`config.mk`:
```
export PLATFORM = sky130hd
export DESIGN_NAME = wb_cmd_master_flat
export DESIGN_NICKNAME = d
export VERILOG_FILES = /design/src/rtl/wb_cmd_master_if.sv /design/src/rtl/wb_cmd_master.sv /design/src/flat_wrapper.sv
export SDC_FILE = /design/constraint.sdc
export NUM_CORES = 1
export LEC_CHECK = 0
export ABC_AREA = 1
export CAP_MARGIN = 20
export CORE_MARGIN = 1.5
export CORE_UTILIZATION = 36
export DETAILED_ROUTE_END_ITERATION = 7
export MAX_ROUTING_LAYER = met4
export PLACE_DENSITY = 0.77
export SYNTH_ARGS = -nofsm -noshare
export SYNTH_HDL_FRONTEND = slang
export SYNTH_SLANG_ARGS = --single-unit
```
`constraint.sdc`:
```
create_clock -name clk_i -period 3.8 [get_ports clk_i]
set_input_delay 0.76 -clock clk_i [delete_from_list [all_inputs] [get_ports clk_i]]
set_output_delay 0.76 -clock clk_i [all_outputs]
set_load 0.02 [all_outputs]
```
`src/rtl/wb_cmd_master_if.sv`:
```
// Command/response and Wishbone B4 pipelined bus bundle for wb_cmd_master.
interface wb_cmd_master_if #(
    parameter int ADDR_W = 32
);
    logic              cmd_valid_i;
    logic              cmd_ready_o;
    logic              cmd_we_i;
    logic [ADDR_W-1:0] cmd_adr_i;
    logic [31:0]       cmd_dat_i;
    logic [3:0]        cmd_sel_i;
    logic              rsp_valid_o;
    logic [31:0]       rsp_dat_o;
    logic [1:0]        rsp_status_o;
    logic              wb_cyc_o;
    logic              wb_stb_o;
    logic              wb_we_o;
    logic [ADDR_W-1:0] wb_adr_o;
    logic [3:0]        wb_sel_o;
    logic [31:0]       wb_dat_o;
    logic [31:0]       wb_dat_i;
    logic              wb_ack_i;
    logic              wb_err_i;
    logic              wb_rty_i;
    logic              wb_stall_i;

    modport master (
        input  cmd_valid_i, cmd_we_i, cmd_adr_i, cmd_dat_i, cmd_sel_i,
        input  wb_dat_i, wb_ack_i, wb_err_i, wb_rty_i, wb_stall_i,
        output cmd_ready_o, rsp_valid_o, rsp_dat_o, rsp_status_o,
        output wb_cyc_o, wb_stb_o, wb_we_o, wb_adr_o, wb_sel_o, wb_dat_o
    );

    modport slave (
        output cmd_valid_i, cmd_we_i, cmd_adr_i, cmd_dat_i, cmd_sel_i,
        output wb_dat_i, wb_ack_i, wb_err_i, wb_rty_i, wb_stall_i,
        input  cmd_ready_o, rsp_valid_o, rsp_dat_o, rsp_status_o,
        input  wb_cyc_o, wb_stb_o, wb_we_o, wb_adr_o, wb_sel_o, wb_dat_o
    );
endinterface

```
`src/rtl/wb_cmd_master.sv`:
```
// Single-outstanding pipelined Wishbone B4 command master.
// Optional bus timeout enabled by defining WB_CMD_MASTER_TIMEOUT_EN.
module wb_cmd_master #(
    parameter int ADDR_W  = 32,
    parameter int TIMEOUT = 255
) (
    input logic             clk_i,
    input logic             rst_i,
    wb_cmd_master_if.master bus
);
    typedef enum logic [1:0] {IDLE, REQ, WAIT} state_e;

    state_e            state_q, state_d;
    logic              cyc_q, cyc_d;
    logic              stb_q, stb_d;
    logic              we_q, we_d;
    logic [ADDR_W-1:0] adr_q, adr_d;
    logic [31:0]       dat_q, dat_d;
    logic [3:0]        sel_q, sel_d;
    logic              rdy_q, rdy_d;
    logic              rv_q, rv_d;
    logic [31:0]       rdat_q, rdat_d;
    logic [1:0]        st_q, st_d;
    logic              term, done, to_hit, tmo;

    assign term = bus.wb_ack_i | bus.wb_err_i | bus.wb_rty_i;

`ifdef WB_CMD_MASTER_TIMEOUT_EN
    logic [15:0] cnt_q, cnt_d;

    always_comb begin
        cnt_d  = cnt_q;
        to_hit = 1'b0;
        if (cyc_q) begin
            cnt_d  = cnt_q + 16'd1;
            to_hit = (cnt_q == 16'(TIMEOUT - 1));
        end
        if (state_q == IDLE && bus.cmd_valid_i) cnt_d = '0;
    end

    always_ff @(posedge clk_i or posedge rst_i) begin
        if (rst_i) cnt_q <= '0;
        else       cnt_q <= cnt_d;
    end
`else
    // never fires: TIMEOUT is at least 1
    assign to_hit = (TIMEOUT == 0);
`endif

    always_comb begin
        state_d = state_q;
        cyc_d   = cyc_q;
        stb_d   = stb_q;
        we_d    = we_q;
        adr_d   = adr_q;
        dat_d   = dat_q;
        sel_d   = sel_q;
        rdy_d   = rdy_q;
        rv_d    = 1'b0;
        rdat_d  = rdat_q;
        st_d    = st_q;
        done    = 1'b0;
        unique case (state_q)
            IDLE: begin
                if (bus.cmd_valid_i) begin
                    we_d    = bus.cmd_we_i;
                    adr_d   = bus.cmd_adr_i;
                    dat_d   = bus.cmd_dat_i;
                    sel_d   = bus.cmd_sel_i;
                    cyc_d   = 1'b1;
                    stb_d   = 1'b1;
                    rdy_d   = 1'b0;
                    state_d = REQ;
                end
            end
            REQ: begin
                if (!bus.wb_stall_i) begin
                    if (term) begin
                        done = 1'b1;
                    end else begin
                        stb_d   = 1'b0;
                        state_d = WAIT;
                    end
                end
            end
            WAIT: done = term;
            default: state_d = IDLE;
        endcase
        // a real termination on the deadline cycle beats the timeout
        tmo = to_hit & ~done;
        if (done) begin
            if (bus.wb_err_i)      st_d = 2'b01;
            else if (bus.wb_rty_i) st_d = 2'b10;
            else                   st_d = 2'b00;
            if (bus.wb_ack_i && !bus.wb_err_i && !bus.wb_rty_i && !we_q)
                rdat_d = bus.wb_dat_i;
            else
                rdat_d = '0;
        end
        if (tmo) begin
            st_d   = 2'b11;
            rdat_d = '0;
        end
        if (done || tmo) begin
            cyc_d   = 1'b0;
            stb_d   = 1'b0;
            rv_d    = 1'b1;
            rdy_d   = 1'b1;
            state_d = IDLE;
        end
    end

    always_ff @(posedge clk_i or posedge rst_i) begin
        if (rst_i) begin
            state_q <= IDLE;
            cyc_q   <= 1'b0;
            stb_q   <= 1'b0;
            we_q    <= 1'b0;
            adr_q   <= '0;
            dat_q   <= '0;
            sel_q   <= '0;
            rdy_q   <= 1'b1;
            rv_q    <= 1'b0;
            rdat_q  <= '0;
            st_q    <= 2'b00;
        end else begin
            state_q <= state_d;
            cyc_q   <= cyc_d;
            stb_q   <= stb_d;
            we_q    <= we_d;
            adr_q   <= adr_d;
            dat_q   <= dat_d;
            sel_q   <= sel_d;
            rdy_q   <= rdy_d;
            rv_q    <= rv_d;
            rdat_q  <= rdat_d;
            st_q    <= st_d;
        end
    end

    assign bus.cmd_ready_o  = rdy_q;
    assign bus.rsp_valid_o  = rv_q;
    assign bus.rsp_dat_o    = rdat_q;
    assign bus.rsp_status_o = st_q;
    assign bus.wb_cyc_o     = cyc_q;
    assign bus.wb_stb_o     = stb_q;
    assign bus.wb_we_o      = we_q;
    assign bus.wb_adr_o     = adr_q;
    assign bus.wb_sel_o     = sel_q;
    assign bus.wb_dat_o     = dat_q;
endmodule

```
`src/flat_wrapper.sv`:
```
// flat-port wrapper written by rule: the top's interface ports become plain ports
module wb_cmd_master_flat 
#(
    parameter int ADDR_W  = 32,
    parameter int TIMEOUT = 255
)
  (clk_i, rst_i, bus_cmd_valid_i, bus_cmd_we_i, bus_cmd_adr_i, bus_cmd_dat_i, bus_cmd_sel_i, bus_wb_dat_i, bus_wb_ack_i, bus_wb_err_i, bus_wb_rty_i, bus_wb_stall_i, bus_cmd_ready_o, bus_rsp_valid_o, bus_rsp_dat_o, bus_rsp_status_o, bus_wb_cyc_o, bus_wb_stb_o, bus_wb_we_o, bus_wb_adr_o, bus_wb_sel_o, bus_wb_dat_o);
  wb_cmd_master_if #(.ADDR_W(ADDR_W)) bus_i ();
  input logic clk_i;
  input logic rst_i;
  input wire logic [$bits(bus_i.cmd_valid_i)-1:0] bus_cmd_valid_i;
  input wire logic [$bits(bus_i.cmd_we_i)-1:0] bus_cmd_we_i;
  input wire logic [$bits(bus_i.cmd_adr_i)-1:0] bus_cmd_adr_i;
  input wire logic [$bits(bus_i.cmd_dat_i)-1:0] bus_cmd_dat_i;
  input wire logic [$bits(bus_i.cmd_sel_i)-1:0] bus_cmd_sel_i;
  input wire logic [$bits(bus_i.wb_dat_i)-1:0] bus_wb_dat_i;
  input wire logic [$bits(bus_i.wb_ack_i)-1:0] bus_wb_ack_i;
  input wire logic [$bits(bus_i.wb_err_i)-1:0] bus_wb_err_i;
  input wire logic [$bits(bus_i.wb_rty_i)-1:0] bus_wb_rty_i;
  input wire logic [$bits(bus_i.wb_stall_i)-1:0] bus_wb_stall_i;
  output wire logic [$bits(bus_i.cmd_ready_o)-1:0] bus_cmd_ready_o;
  output wire logic [$bits(bus_i.rsp_valid_o)-1:0] bus_rsp_valid_o;
  output wire logic [$bits(bus_i.rsp_dat_o)-1:0] bus_rsp_dat_o;
  output wire logic [$bits(bus_i.rsp_status_o)-1:0] bus_rsp_status_o;
  output wire logic [$bits(bus_i.wb_cyc_o)-1:0] bus_wb_cyc_o;
  output wire logic [$bits(bus_i.wb_stb_o)-1:0] bus_wb_stb_o;
  output wire logic [$bits(bus_i.wb_we_o)-1:0] bus_wb_we_o;
  output wire logic [$bits(bus_i.wb_adr_o)-1:0] bus_wb_adr_o;
  output wire logic [$bits(bus_i.wb_sel_o)-1:0] bus_wb_sel_o;
  output wire logic [$bits(bus_i.wb_dat_o)-1:0] bus_wb_dat_o;
  assign bus_i.cmd_valid_i = bus_cmd_valid_i;
  assign bus_i.cmd_we_i = bus_cmd_we_i;
  assign bus_i.cmd_adr_i = bus_cmd_adr_i;
  assign bus_i.cmd_dat_i = bus_cmd_dat_i;
  assign bus_i.cmd_sel_i = bus_cmd_sel_i;
  assign bus_i.wb_dat_i = bus_wb_dat_i;
  assign bus_i.wb_ack_i = bus_wb_ack_i;
  assign bus_i.wb_err_i = bus_wb_err_i;
  assign bus_i.wb_rty_i = bus_wb_rty_i;
  assign bus_i.wb_stall_i = bus_wb_stall_i;
  assign bus_cmd_ready_o = bus_i.cmd_ready_o;
  assign bus_rsp_valid_o = bus_i.rsp_valid_o;
  assign bus_rsp_dat_o = bus_i.rsp_dat_o;
  assign bus_rsp_status_o = bus_i.rsp_status_o;
  assign bus_wb_cyc_o = bus_i.wb_cyc_o;
  assign bus_wb_stb_o = bus_i.wb_stb_o;
  assign bus_wb_we_o = bus_i.wb_we_o;
  assign bus_wb_adr_o = bus_i.wb_adr_o;
  assign bus_wb_sel_o = bus_i.wb_sel_o;
  assign bus_wb_dat_o = bus_i.wb_dat_o;
  wb_cmd_master #(.ADDR_W(ADDR_W), .TIMEOUT(TIMEOUT)) u_core (.clk_i(clk_i), .rst_i(rst_i), .bus(bus_i));
endmodule
```
[Word-level counts from Yosys, hierarchy flattened]
Cells that the tools add are included.
Cells by class
  bitwise logic cells: 2
  multiplexer cells: 22
  reduce and logical (&&, ||, !) cells: 14
  eq/ne operators: 6
Operators by type and width (number)
  $mux 32: 1
  $mux 1: 12
  $mux 2: 6
  $reduce_and 4->1: 2
  $ne 3x2->1 const B: 2
  $pmux 2 s3: 1
  $pmux 1 s2: 2
  $reduce_and 2->1: 2
  $reduce_bool 2->1: 2
  $logic_and 1x1->1: 3
  $logic_not 1->1: 3
  $ne 3x3->1 const B: 1
  $reduce_bool 3->1: 1
  $eq 2x1->1 const B: 1
  $eq 2x2->1 const B: 1
  $logic_not 2->1: 1
  $ne 2x1->1 const B: 1
  $or 1x1->1: 2
Storage, ports and cells
  logic and storage cells: 55
  register bits after elaboration: 109
  output and inout port bits: 107
  bits of input ports: 108

[Logic depth before layout (Yosys ltp)]
  depth in word-level cells: 7
  mapped depth: 10
  mapped depth without buffers: 10

[Worst setup path after synthesis]
No wires, ideal clock.
  kind: input port to flip-flop
  start point: input port bus_wb_stall_i
  end point: register u_core.state_q[1]
  path slack: 2.266 ns
  arrival time: 1.417 ns
  cell stages on the path: 9
  path buffers: 1
  library setup time: 0.117 ns
  data required time: 3.683 ns
  cells stage by stage: inv_1 nand2_1 nand2_1 nand3_4 buf_4 nand2_1 inv_1 nand3_1 nand2_1
Between the ends
  cells in the longest elaborated chain, start to end: 4
  elaborated cells between the ends (all ways): 8
  classes of those cells: eq/ne: 4; mux: 3; reduce/logical: 1
RTL lines
  start, declared: RTL line flat_wrapper.sv:20  | input wire logic [$bits(bus_i.wb_stall_i)-1:0] bus_wb_stall_i;
  $mux 1: RTL line wb_cmd_master.sv:77  | if (!bus.wb_stall_i) begin
  $pmux 1 s2: RTL line wb_cmd_master.sv:63  | unique case (state_q)
  $ne 3x3->1 (no source line), or another cell as far along
  $reduce_and 4->1 (no source line)
  end signal, assigned: RTL line wb_cmd_master.sv:127  | state_q <= state_d;
  end, declared: RTL line wb_cmd_master.sv:13  | state_e state_q, state_d;
Parallel ways exist; a longest one is shown, timed or not.
A chain may end at the register's enable or synchronous reset.

[Worst setup path after layout]
  start point: input port bus_wb_err_i
  end point: register u_core.rdat_q[25] (netlist: u_core.bus.rsp_dat_o[25])
Between the ends
  cells in the longest elaborated chain, start to end: 5
  elaborated cells between the ends (all ways): 10
  classes of those cells: mux: 4; bitwise: 2; reduce/logical: 4
RTL lines
  start, declared: RTL line flat_wrapper.sv:18  | input wire logic [$bits(bus_i.wb_err_i)-1:0] bus_wb_err_i;
  $or 1x1->1 / $logic_not 1->1 (equally long branches): RTL line wb_cmd_master.sv:26, wb_cmd_master.sv:95
  $or 1x1->1 / $logic_and 1x1->1 (equally long branches): RTL line wb_cmd_master.sv:26, wb_cmd_master.sv:95
  $mux 1 / $logic_and 1x1->1 (equally long branches): RTL line wb_cmd_master.sv:78, wb_cmd_master.sv:95
  $mux 1 / $logic_and 1x1->1 (equally long branches): RTL line wb_cmd_master.sv:77, wb_cmd_master.sv:95
  $pmux 1 s2 / $mux 32 (equally long branches): RTL line wb_cmd_master.sv:63, wb_cmd_master.sv:95
  end signal, assigned: RTL line wb_cmd_master.sv:136  | rdat_q <= rdat_d;
  end, declared: RTL line wb_cmd_master.sv:22  | logic [31:0] rdat_q, rdat_d;
Parallel ways exist; a longest one is shown, timed or not.

==> reports/qor.txt <==
die area: 12700 µm²
Crit path required time: 4.08 ns
vias in the first global route: 3933
fmax: 431 MHz
clock skew: 0.00616 ns
worst-path maximum fanout: 44
clk_lat worst skew: 0.35 ns
syn_area_per_cell: 8.76 µm²
Yosys cell types: 18
DRT Pass-1 Iters: 6
Net count, final: 810
global route total overflow: 0
most frequent cells in the layout: nand2_1, clkdlybuf4s50_1, dfrtp_1, nand3_1, inv_1
placed cell area: 6560 µm²
most common cell after layout, fill and taps aside: nand2_1
placed cell count: 830
Buf/Inv on CP: 2
area growth from synthesis to layout: 58.4%
Post-Syn Area: 4330 µm²
cell mode on critical path: nand2_1
postcts setup bufs: 0
Worst slew margin: 53.4%
Root Driver: clkbuf_16
initial antenna violation count: 0
H-tree lvl count: 3
WL/cell: 13.9 µm
Finished Cell Area: 6850 µm²
min-delay worst type: reg -> reg
period utilization: 61.0%
Yosys warning count: 0
GRT Total Usage: 19.6%
Final Hold Viols: 0
crit-path max cell delay: 0.55 ns
TritonCTS clock tree: built
routability cong.: 0.784
Crit path max-delay family: buffers and inverters
io pins: 215
Via Count: 3919
MaxCap Viol Count: 0
Die Height: 113 µm
RSZ-0062 raised after global routing: false
Cell Chain, Critical Path: clkdlybuf4s50_1 > nor2_1 > nand2_1 > nand3_4 > inv_4 > nand3_1 > nand2_1
CP Launch Type: input port
drt total wl: 11800 µm
Leak: 0.00343 µW
Slew Viols, Final: 0
Gates resized, CTS repair: 0
Pwr Density: 805 nW/µm²
fill count: 973
final std cells w/o fill: 847
R2R Setup Slk: 1.70 ns
TritonCTS buffer count: 9
fin worst setup slack: 1.48 ns
clock buffer depth: 2
CP Capture Type: flop
global-route wire length before repair: 19100 µm
WP data arrival: 2.60 ns
diodes inserted: 0
post-synthesis cell count: 494
Core ar.: 11600 µm²
post-place setup slack: 1.12 ns
Rows: 39
largest net degree at the start of global routing: 71
final setup TNS: 0 ns
Initial Utilization: 37.4%
Iter 0 DRT Violations: 308
layout cells sized above 1: 3.69%
Final min period: 2.32 ns
vias per cell: 4.63
slowest CP cell: clkdlybuf4s50_1
Port Buffer Count: 214
DP Wirelength: 8340 µm
number of synthesized register bits: 109
Routed Antenna Nets: 0
Sink Count: 109
Peak VDD IR: 0.000471 V
# setup viols final: 0
syn nets: 605
Tightest Pin Transition: 0.698 ns
run status: finished, final reports clean
Die Width: 113 µm
sequential area share after synthesis: 63.1%
critical setup path kind: in -> reg
Post-CTS Hold Buffers: 0
clk slew on worst S/H paths: 0.07 ns
drt drc: 0
[synth_stat cells (all sizes together)]
library cell	n	share of area, %
inv	17	1.5
buf	17	2.3
dfstp	1	0.61
nor2	3	0.26
nor4	1	0.49
ha	3	0.87
dfrtp	108	62
clkbuf	7	0.61
o21ai	4	0.55
nand4	1	0.14
nand2	294	26
nand3	38	4.7
[where the power goes]
group | internal, µW | total (µW) | switching [µW] | leakage [µW]
registers | 1660 | 1940 | 281 | 0.00140
logic | 1210 | 2710 | 1500 | 0.00190
clock network | 461 | 873 | 412 | 0.000136
total | 3330 | 5520 | 2190 | 0.00343
[registers in the layout, indices dropped and copies added (netlist names)]
name / count
u_core.bus.cmd_ready_o: 1
u_core.bus.rsp_dat_o: 32
u_core.bus.rsp_status_o: 2
u_core.bus.rsp_valid_o: 1
u_core.bus.wb_adr_o: 32
u_core.bus.wb_cyc_o: 1
u_core.bus.wb_dat_o: 32
u_core.bus.wb_sel_o: 4
u_core.bus.wb_stb_o: 1
u_core.bus.wb_we_o: 1
u_core.state_q: 2
[worst paths after layout]
check	endpoint	from	cells past startpoint
worst max-delay path	u_core.bus.rsp_dat_o[25]$_DFFE_PP0P_	bus_wb_err_i	7
worst min-delay path	u_core.bus.cmd_ready_o$_DFFE_PP1P_	u_core.bus.cmd_ready_o$_DFFE_PP1P_	2
worst max register to register	u_core.bus.rsp_dat_o[25]$_DFFE_PP0P_	u_core.state_q[1]$_DFFE_PP0P_	8
worst min register to register	u_core.bus.cmd_ready_o$_DFFE_PP1P_	u_core.bus.cmd_ready_o$_DFFE_PP1P_	2
max in group asynchronous	u_core.bus.wb_dat_o[19]$_DFFE_PP0P_	rst_i	3
min in group asynchronous	u_core.bus.wb_adr_o[25]$_DFFE_PP0P_	rst_i	2
[cell families after synthesis]
kind of cell | after synthesis | share of synthesized area, %
buf+inv | 41 | 4.42
compound gates | 4 | 0.549
fa+ha+maj | 3 | 0.868
simple gates | 337 | 31.1
flops | 109 | 63.1
[per-stage QoR]
| stage | util, % | total power (µW) | hold slack, ns |
|---|---|---|---|
| floorplan | - | 3360 | 0.470 |
| global placement | 56.7 | 4590 | 0.454 |
| detailed placement | 56.7 | 4670 | 0.464 |
| CTS | 59.1 | 5580 | 0.477 |
| global route | 59.3 | 5860 | 0.497 |
| finish | 59.3 | 5520 | 0.471 |
[worst min-delay path: cells and delay by family, from the launching register on]
kind          cells  cell delay, ns
simple gates      2            0.11
flops             1            0.37
[routing by layer]
layer | routed length (µm) | part of all wire, % | up-vias | track usage, %
met2 | 5470 | 46 | 169 | 30.1
li1 | - | - | 1923 | -
met3 | 1010 | 8.6 | 20 | 5.13
met4 | 261 | 2.2 | 0 | 8.52
met5 | 0 | 0 | - | -
met1 | 5050 | 43 | 1807 | 24.5
[area by class of cell]
cell class / instances / area, µm² / area share, %
inverter: 17 / 68.8 / 1.00
timing repair buffer: 218 / 2200 / 32.1
tap: 143 / 179 / 2.61
multi-input combinational: 344 / 1410 / 20.6
clock buffer: 12 / 246 / 3.60
sequential: 109 / 2730 / 39.8
clock inverter: 4 / 23.8 / 0.347
Note: power is estimated with default switching activity, not from simulation.
